File: src/rtl/pulse_launch_queue.sv
// pulse_launch_queue: fast-domain initiator that queues event pulses and launches them into a busy-handshake synchronizer
module pulse_launch_queue #(
   parameter int CNT_W   = 4,
   parameter int BUSY_TO = 64
) (
   input  logic             clk_fast,
   input  logic             rst_n_fast,
   input  logic             ev_pulse,
   input  logic             sync_busy,
   input  logic             err_clr,
   output logic             sync_pulse,
   output logic [CNT_W-1:0] pend_cnt,
   output logic             in_flight,
   output logic             overflow,
   output logic             timeout_err
);

   localparam int               TMR_W    = $clog2(BUSY_TO + 1);
   localparam logic [CNT_W-1:0] CNT_MAX  = '1;
   localparam logic [TMR_W-1:0] TMR_LAST = TMR_W'(BUSY_TO - 1);
   localparam logic [TMR_W-1:0] TMR_SAT  = TMR_W'(BUSY_TO);

   typedef enum logic [1:0] {IDLE, WAIT_HI, WAIT_LO} state_t;

   state_t           state;
   logic [TMR_W-1:0] timer;
   logic             launch;
   logic             accept;
   logic             drop;
   logic             expire;

   // Per-edge decisions: a launch frees a slot, so a full counter still accepts a coincident event
   always_comb begin
      launch = (state == IDLE) && (pend_cnt != '0) && !sync_busy;
      accept = ev_pulse && ((pend_cnt != CNT_MAX) || launch);
      drop   = ev_pulse && !accept;
      expire = (timer == TMR_LAST) &&
               (((state == WAIT_HI) && !sync_busy) || ((state == WAIT_LO) && sync_busy));
   end

   // Pending counter, handshake FSM, wait timer and sticky error flags (set beats clear)
   always_ff @(posedge clk_fast or negedge rst_n_fast) begin
      if (!rst_n_fast) begin
         state       <= IDLE;
         timer       <= '0;
         pend_cnt    <= '0;
         sync_pulse  <= 1'b0;
         in_flight   <= 1'b0;
         overflow    <= 1'b0;
         timeout_err <= 1'b0;
      end else begin
         pend_cnt    <= pend_cnt + CNT_W'(accept) - CNT_W'(launch);
         sync_pulse  <= launch;
         overflow    <= drop || (overflow && !err_clr);
         timeout_err <= expire || (timeout_err && !err_clr);
         if ((state != IDLE) && (timer != TMR_SAT))
            timer <= timer + TMR_W'(1);
         case (state)
            IDLE:
               if (launch) begin
                  state     <= WAIT_HI;
                  in_flight <= 1'b1;
                  timer     <= '0;
               end
            WAIT_HI:
               if (sync_busy) begin
                  state <= WAIT_LO;
                  timer <= '0;
               end else if (expire) begin
                  state     <= IDLE;
                  in_flight <= 1'b0;
               end
            WAIT_LO:
               if (!sync_busy || expire) begin
                  state     <= IDLE;
                  in_flight <= 1'b0;
               end
            default: state <= IDLE;
         endcase
      end
   end

endmodule
File: config.mk
export PLATFORM = sky130hd
export DESIGN_NAME = pulse_launch_queue
export DESIGN_NICKNAME = d
export VERILOG_FILES = /design/src/rtl/pulse_launch_queue.sv
export SDC_FILE = /design/constraint.sdc
export NUM_CORES = 1
export LEC_CHECK = 0
export CORE_MARGIN = 5
export CORE_UTILIZATION = 35
export CTS_CLUSTER_DIAMETER = 60
export DETAILED_ROUTE_END_ITERATION = 6
export HOLD_SLACK_MARGIN = 0.08
export PLACE_DENSITY_LB_ADDON = 0.05
export SYNTH_ARGS = -nofsm -noshare
export SYNTH_HDL_FRONTEND = slang
export SYNTH_SLANG_ARGS = --single-unit
File: constraint.sdc
create_clock -name clk_fast -period 2.8 [get_ports clk_fast]
set_input_delay 0.28 -clock clk_fast [delete_from_list [all_inputs] [get_ports clk_fast]]
set_output_delay 0.28 -clock clk_fast [all_outputs]
set_load 0.005 [all_outputs]
==> results.yml, run 1 <==
status:
  status: "completed"
synthesis:
  avgSynthCellArea_um2: 10.4
  synth_edf_count: 0
  synth_ff_type: "dfrtp_1"
  synthXorXnorAreaFrac: 0.0603
  syn_inst: 98
  synthAdderAreaFrac: 0.155
  synth-seq-cells: 17
  yosysMostFrequentCell: "dfrtp_1"
  synth_area_um2: 1020
  synth_area_leader_cell: "dfrtp_1"
  synth_top_family_by_area: "simple AND/OR/NAND/NOR gates"
  ys_warn_count: 0
  yosysUniqueCellTypes: 32
  yosysSeqAreaShare: 0.419
  synth_mux_area_frac: 0.0505
  synth-simple-area-share: 0.158
  syn_nets: 115
  yosysTopAreaCellShare: 0.419
  synthTopCellsByCount: "17 x dfrtp_1, 15 x inv_1, 11 x ha_1, 9 x nor2_1, 5 x xnor2_1"
  yosys-top-cells-area: "dfrtp_1 42%, ha_1 14%, inv_1 5.5%"
  synthArstFlopShare: 1.00
  synth_compound_gate_area_share: 0.0911
drt:
  wirelength_um: 1950
  drtIter0Drc: 8
  viasPerCell: 5.04
  vias: 731
  ant_nets: 0
  wl_per_cell_um: 13.5
  drt_first_pass_iters: 4
  drc_errors: 0
sta:
  fin_skew_ns: 0.000884
  finalSetupTns_ns: 0
  drv_slew: 0
  setup_violations: 0
  maxSlewHeadroom: 0.468
  worstMarginPinSlew_ns: 0.795
  min_period_over_period: 0.891
  fin_crit_ns: 2.50
  fmaxAchievable_ghz: 0.401
  rsz0062_at_grt: "false"
  finalHoldViolCount: 0
clocking:
  cts_setup_buffers: 0
  h-tree-depth: 1
  insertion_delay_ns: 0.30
  cts_buffers: 3
  cts_tree: "yes"
  clock_path_buffers: 2
  ctsHoldBuffers: 0
  cts_root_buf: "clkbuf_4"
  clock_sink_count: 17
  cts_resized: 0
  cts.reportedPaths.clkPinSlew_ns: 0.10
global_routing:
  track_usage: 0.113
  grt_pass1_vias: 785
  grt_max_degree: 18
  grt_pass1_wl_um: 3650
  grt.overflow.total: 0
  antenna_found_initial: 0
place:
  gp_congestion: 0.789
  dp_hpwl_um: 1450
  portBuffers: 12
floorplan:
  die_h_um: 63.9
  die_width_um: 63.9
  die-area_um2: 4080
  rows: 19
  coreArea_um2: 2760
  initial_core_util: 0.368
  ios: 13
layout:
  regArea_um2: 425
  syn2layout_area_growth_pct: 17.9
  nets: 132
  diodes: 0
  fillers: 265
  drive_above_1_share: 0.0877
  multi_input_area_um2: 523
  final_util: 0.434
critical_path:
  r2r_start: "pend_cnt[2]$_DFF_PN0_"
  end_kind: "flop"
  r2r-end: "pend_cnt[2]$_DFF_PN0_"
  startpoint_type: "flop"
  critPathMaxFanout: 5
  required_ns: 2.99
  critical_path_class: "reg2reg"
  arrival_ns: 2.69
  ff2ff_setup_slack_ns: 0.30
  r2r_cells: 10
power:
  p_leak_nw: 0.574
  p_total_w: 0.00117
  ir_worst_vdd_uv: 659
  powerDensity_nw_per_um2: 979
flow_run:
  maxCapViolCount: 0
worst_hold_path:
  hold_class: "in2async"
==> power by group <==
part / switching, W / total (W) / internal [W] / leakage [nW]
sequential: 0.0000706 / 0.000400 / 0.000330 / 0.219
combinational: 0.000310 / 0.000634 / 0.000324 / 0.340
clock: 0.0000824 / 0.000138 / 0.0000555 / 0.0150
==> stage by stage <==
| step | instances | worst slack (ns) | area, µm² | hold slack (ns) |
|---|---|---|---|---|
| floorplan | 98 | 0.434 | 1020 | -0.0156 |
| global placement | 141 | 0.328 | 1170 | 0.503 |
| detailed placement | 141 | 0.268 | 1170 | 0.490 |
| CTS | 145 | 0.280 | 1200 | 0.466 |
| global route | 145 | 0.168 | 1200 | 0.515 |
| finish | 145 | 0.304 | 1200 | 0.434 |
==> cell families (layout without fill, tap and decap cells) <==
family                     count (synthesis)  in the layout
and+or+nand+nor                           29             29
DFF                                       17             17
buffers and inverters                     16             32
adders and majority gates                 12             12
AOI/OAI and AO/OA                         12             12
xor gates and xnor gates                   7              7
muxes                                      5              5
==> critical path, cell delays in order (launching register included) <==
cell and delay (ns):
dfrtp_1 0.39, inv_1 0.08, ha_1 0.19, nor3b_1 0.16, or3b_4 0.43, or2_2 0.32, o21ai_0 0.09, ha_1 0.19
inv_1 0.05, fa_1 0.37, xnor2_1 0.13
==> cell usage in the layout (no fill, tap or decap), types with 2 or more instances in the layout <==
master,netlist,routed
inv_1,15,15
clkdlybuf4s50_1,0,12
dfrtp_1,17,17
ha_1,11,11
nor2_1,9,9
nand2_1,4,4
xor2_1,2,2
nor3_1,3,3
a21oi_1,3,3
mux2i_1,4,4
xnor2_1,5,5
clkbuf_4,0,3
nand4_1,2,2
o21ai_0,3,3
==> worst max-delay path by stage <==
stage / startpoint / endpoint / slack (ns) / cells past startpoint
4_1_cts: pend_cnt[2]$_DFF_PN0_ / pend_cnt[2]$_DFF_PN0_ / 0.28 / 10
5_1_grt: pend_cnt[2]$_DFF_PN0_ / pend_cnt[1]$_DFF_PN0_ / 0.17 / 10
3_3_place_gp: sync_busy / pend_cnt[2]$_DFF_PN0_ / 0.33 / 8
2_1_floorplan: state[0]$_DFFE_PN0P_ / pend_cnt[2]$_DFF_PN0_ / 0.43 / 10
6_report: pend_cnt[2]$_DFF_PN0_ / pend_cnt[2]$_DFF_PN0_ / 0.30 / 10
3_5_place_dp: sync_busy / pend_cnt[2]$_DFF_PN0_ / 0.27 / 8
==> flip-flops by register name, summed over array words and instances (netlist names) <==
name and flops:
timer 7, in_flight 1, pend_cnt 4, sync_pulse 1, timeout_err 1, overflow 1, state 2
==> per-layer routing <==
layer / vias to the layer above / part of all wire / GRT usage
met3: 4 / 0.056 / 0.0490
met1: 349 / 0.48 / 0.142
li1: 361 / - / -
met5: - / 0 / 0
met2: 17 / 0.46 / 0.176
met4: 0 / 0.011 / 0.0312
==> cell type report <==
type,count,area share
inverters,15,0.0470
well taps,31,0.0324
clock buffers,4,0.0219
multi-input cells,65,0.437
repair buffers,13,0.107
flip-flops and latches,17,0.355
No activity file was read; power rests on OpenSTA's default activity.
==> run 2: changes to the inputs <==
Settings changed: CORE_UTILIZATION 35 to 40.
==> results.yml, run 2 (same netlist as run 1, synthesis figures left out) <==
critical_path:
  r2r_start: "pend_cnt[2]$_DFF_PN0_"
  required_ns: 2.99
  critPathMaxFanout: 5
  startpoint: "pend_cnt[2]$_DFF_PN0_"
  critical_path_class: "reg2reg"
  ff2ff_setup_slack_ns: 0.31
  end_kind: "flop"
  startpoint_type: "flop"
  crit_end: "pend_cnt[2]$_DFF_PN0_"
  arrival_ns: 2.68
  r2r_cells: 10
  r2r-end: "pend_cnt[2]$_DFF_PN0_"
clocking:
  cts_tree: "yes"
  cts_root_buf: "clkbuf_4"
  ctsHoldBuffers: 0
  clock_sink_count: 17
  h-tree-depth: 1
  insertion_delay_ns: 0.29
  clock_path_buffers: 2
  cts_resized: 0
  cts_setup_buffers: 0
  cts.reportedPaths.clkPinSlew_ns: 0.10
  cts_buffers: 3
layout:
  drive_above_1_share: 0.0877
  syn2layout_area_growth_pct: 17.7
  instances_no_fill: 144
  reg_top3: "timer (7), pend_cnt (4), state (2)"
  layout_commonest_cell: "dfrtp_1"
  nets: 132
  largest_reg_flops: 7
  final_cell_mix: "17 x dfrtp_1, 15 x inv_1, 12 x clkdlybuf4s50_1"
  diodes: 0
  regMostFlops: "timer"
drt:
  drc_errors: 0
  wl_per_cell_um: 13.2
  vias: 714
  drt_first_pass_iters: 4
  wirelength_um: 1900
  viasPerCell: 4.96
  drtIter0Drc: 9
  ant_nets: 0
global_routing:
  grt.overflow.total: 0
  grt_pass1_vias: 730
  antenna_found_initial: 0
  track_usage: 0.126
  grt_pass1_wl_um: 3340
  grt_max_degree: 18
power:
  p_leak_nw: 0.574
  powerDensity_nw_per_um2: 978
  ir_worst_vdd_uv: 497
floorplan:
  die_width_um: 60.4
  rows: 18
  die-area_um2: 3650
  die_h_um: 60.4
  initial_core_util: 0.414
  coreArea_um2: 2450
  ios: 13
sta:
  worstMarginPinSlew_ns: 0.804
  setup_violations: 0
  finalSetupTns_ns: 0
  fin_crit_ns: 2.49
  fmaxAchievable_ghz: 0.402
  min_period_over_period: 0.889
  fin_skew_ns: 0.00152
  drv_slew: 0
  setup_ws_ns: 0.312
  finalHoldViolCount: 0
  maxSlewHeadroom: 0.462
  holdWs_ns: 0.439
  rsz0062_at_grt: "false"
place:
  pre_cts_ws_ns: 0.283
  portBuffers: 12
  dp.cells: 140
  gp_congestion: 0.741
  dp_hpwl_um: 1410
worst_hold_path:
  hold_class: "in2async"
status:
  status: "completed"
flow_run:
  maxCapViolCount: 0
[run 2: cell counts in the layout (fill, tap and decap cells not counted)]
No cell type changed its count.
[run 2: how the worst min path moves through the flow]
| stage | startpoint | endpoint | slack [ns] | cells past startpoint |
|---|---|---|---|---|
| after floorplan | rst_n_fast | in_flight$_DFFE_PN0P_ | -0.02 | 0 |
| after global placement | overflow$_DFF_PN0_ | overflow$_DFF_PN0_ | 0.50 | 1 |
| after detailed placement | timeout_err$_DFF_PN0_ | timeout_err$_DFF_PN0_ | 0.48 | 2 |
| after CTS | rst_n_fast | timer[3]$_DFF_PN0_ | 0.47 | 1 |
| after global routing | rst_n_fast | timer[3]$_DFF_PN0_ | 0.50 | 1 |
| final | rst_n_fast | timer[3]$_DFF_PN0_ | 0.44 | 1 |
[run 2: power by group]
part / leakage (nW) / switching (W) / internal [W] / total, W
Clock: 0.0150 / 0.0000812 / 0.0000555 / 0.000137
Sequential: 0.219 / 0.0000703 / 0.000330 / 0.000400
Combinational: 0.340 / 0.000310 / 0.000322 / 0.000633
Total: 0.574 / 0.000462 / 0.000707 / 0.00117
[run 2: layer usage]
layer,share of wire,global-route usage,vias to the layer above
met3,0.027,0.0277,5
met2,0.46,0.202,12
li1,-,-,362
met4,0.023,0.0570,0
met5,0,0,-
met1,0.49,0.163,335
[run 2: final cells by class]
| type | instances | area (µm²) |
|---|---|---|
| Inverter | 15 | 56.3 |
| Fill cell | 240 | 1260 |
| Clock buffer | 4 | 26.3 |
| Timing Repair Buffer | 13 | 128 |
| Sequential cell | 17 | 425 |
| Tap cell | 30 | 37.5 |
| Multi-Input combinational cell | 65 | 523 |
[run 2: critical path, stage by stage, from the launching register on]
cell and delay [ns]:
dfrtp_1 0.39, inv_1 0.07, ha_1 0.20, nor3b_1 0.16, or3b_4 0.42, or2_2 0.31, o21ai_0 0.09, ha_1 0.19
inv_1 0.05, fa_1 0.37, xnor2_1 0.13
[run 2: per-stage QoR]
step / utilization / instance area, µm² / power [W]
6_report: 0.487 / 1200 / 0.00117
5_1_grt: 0.487 / 1200 / 0.00130
4_1_cts: 0.487 / 1200 / 0.00119
3_5_place_dp: 0.477 / 1170 / 0.00105
3_3_place_gp: 0.477 / 1170 / 0.00104
2_1_floorplan: - / 1020 / 0.000841
==> run 3: changes to the inputs <==
Settings changed: GPL_ROUTABILITY_DRIVEN set to 0, SLEW_MARGIN set to 20.
==> results of run 3 <==
Same layout as run 2: the final DEF is identical, and so are final timing and power.
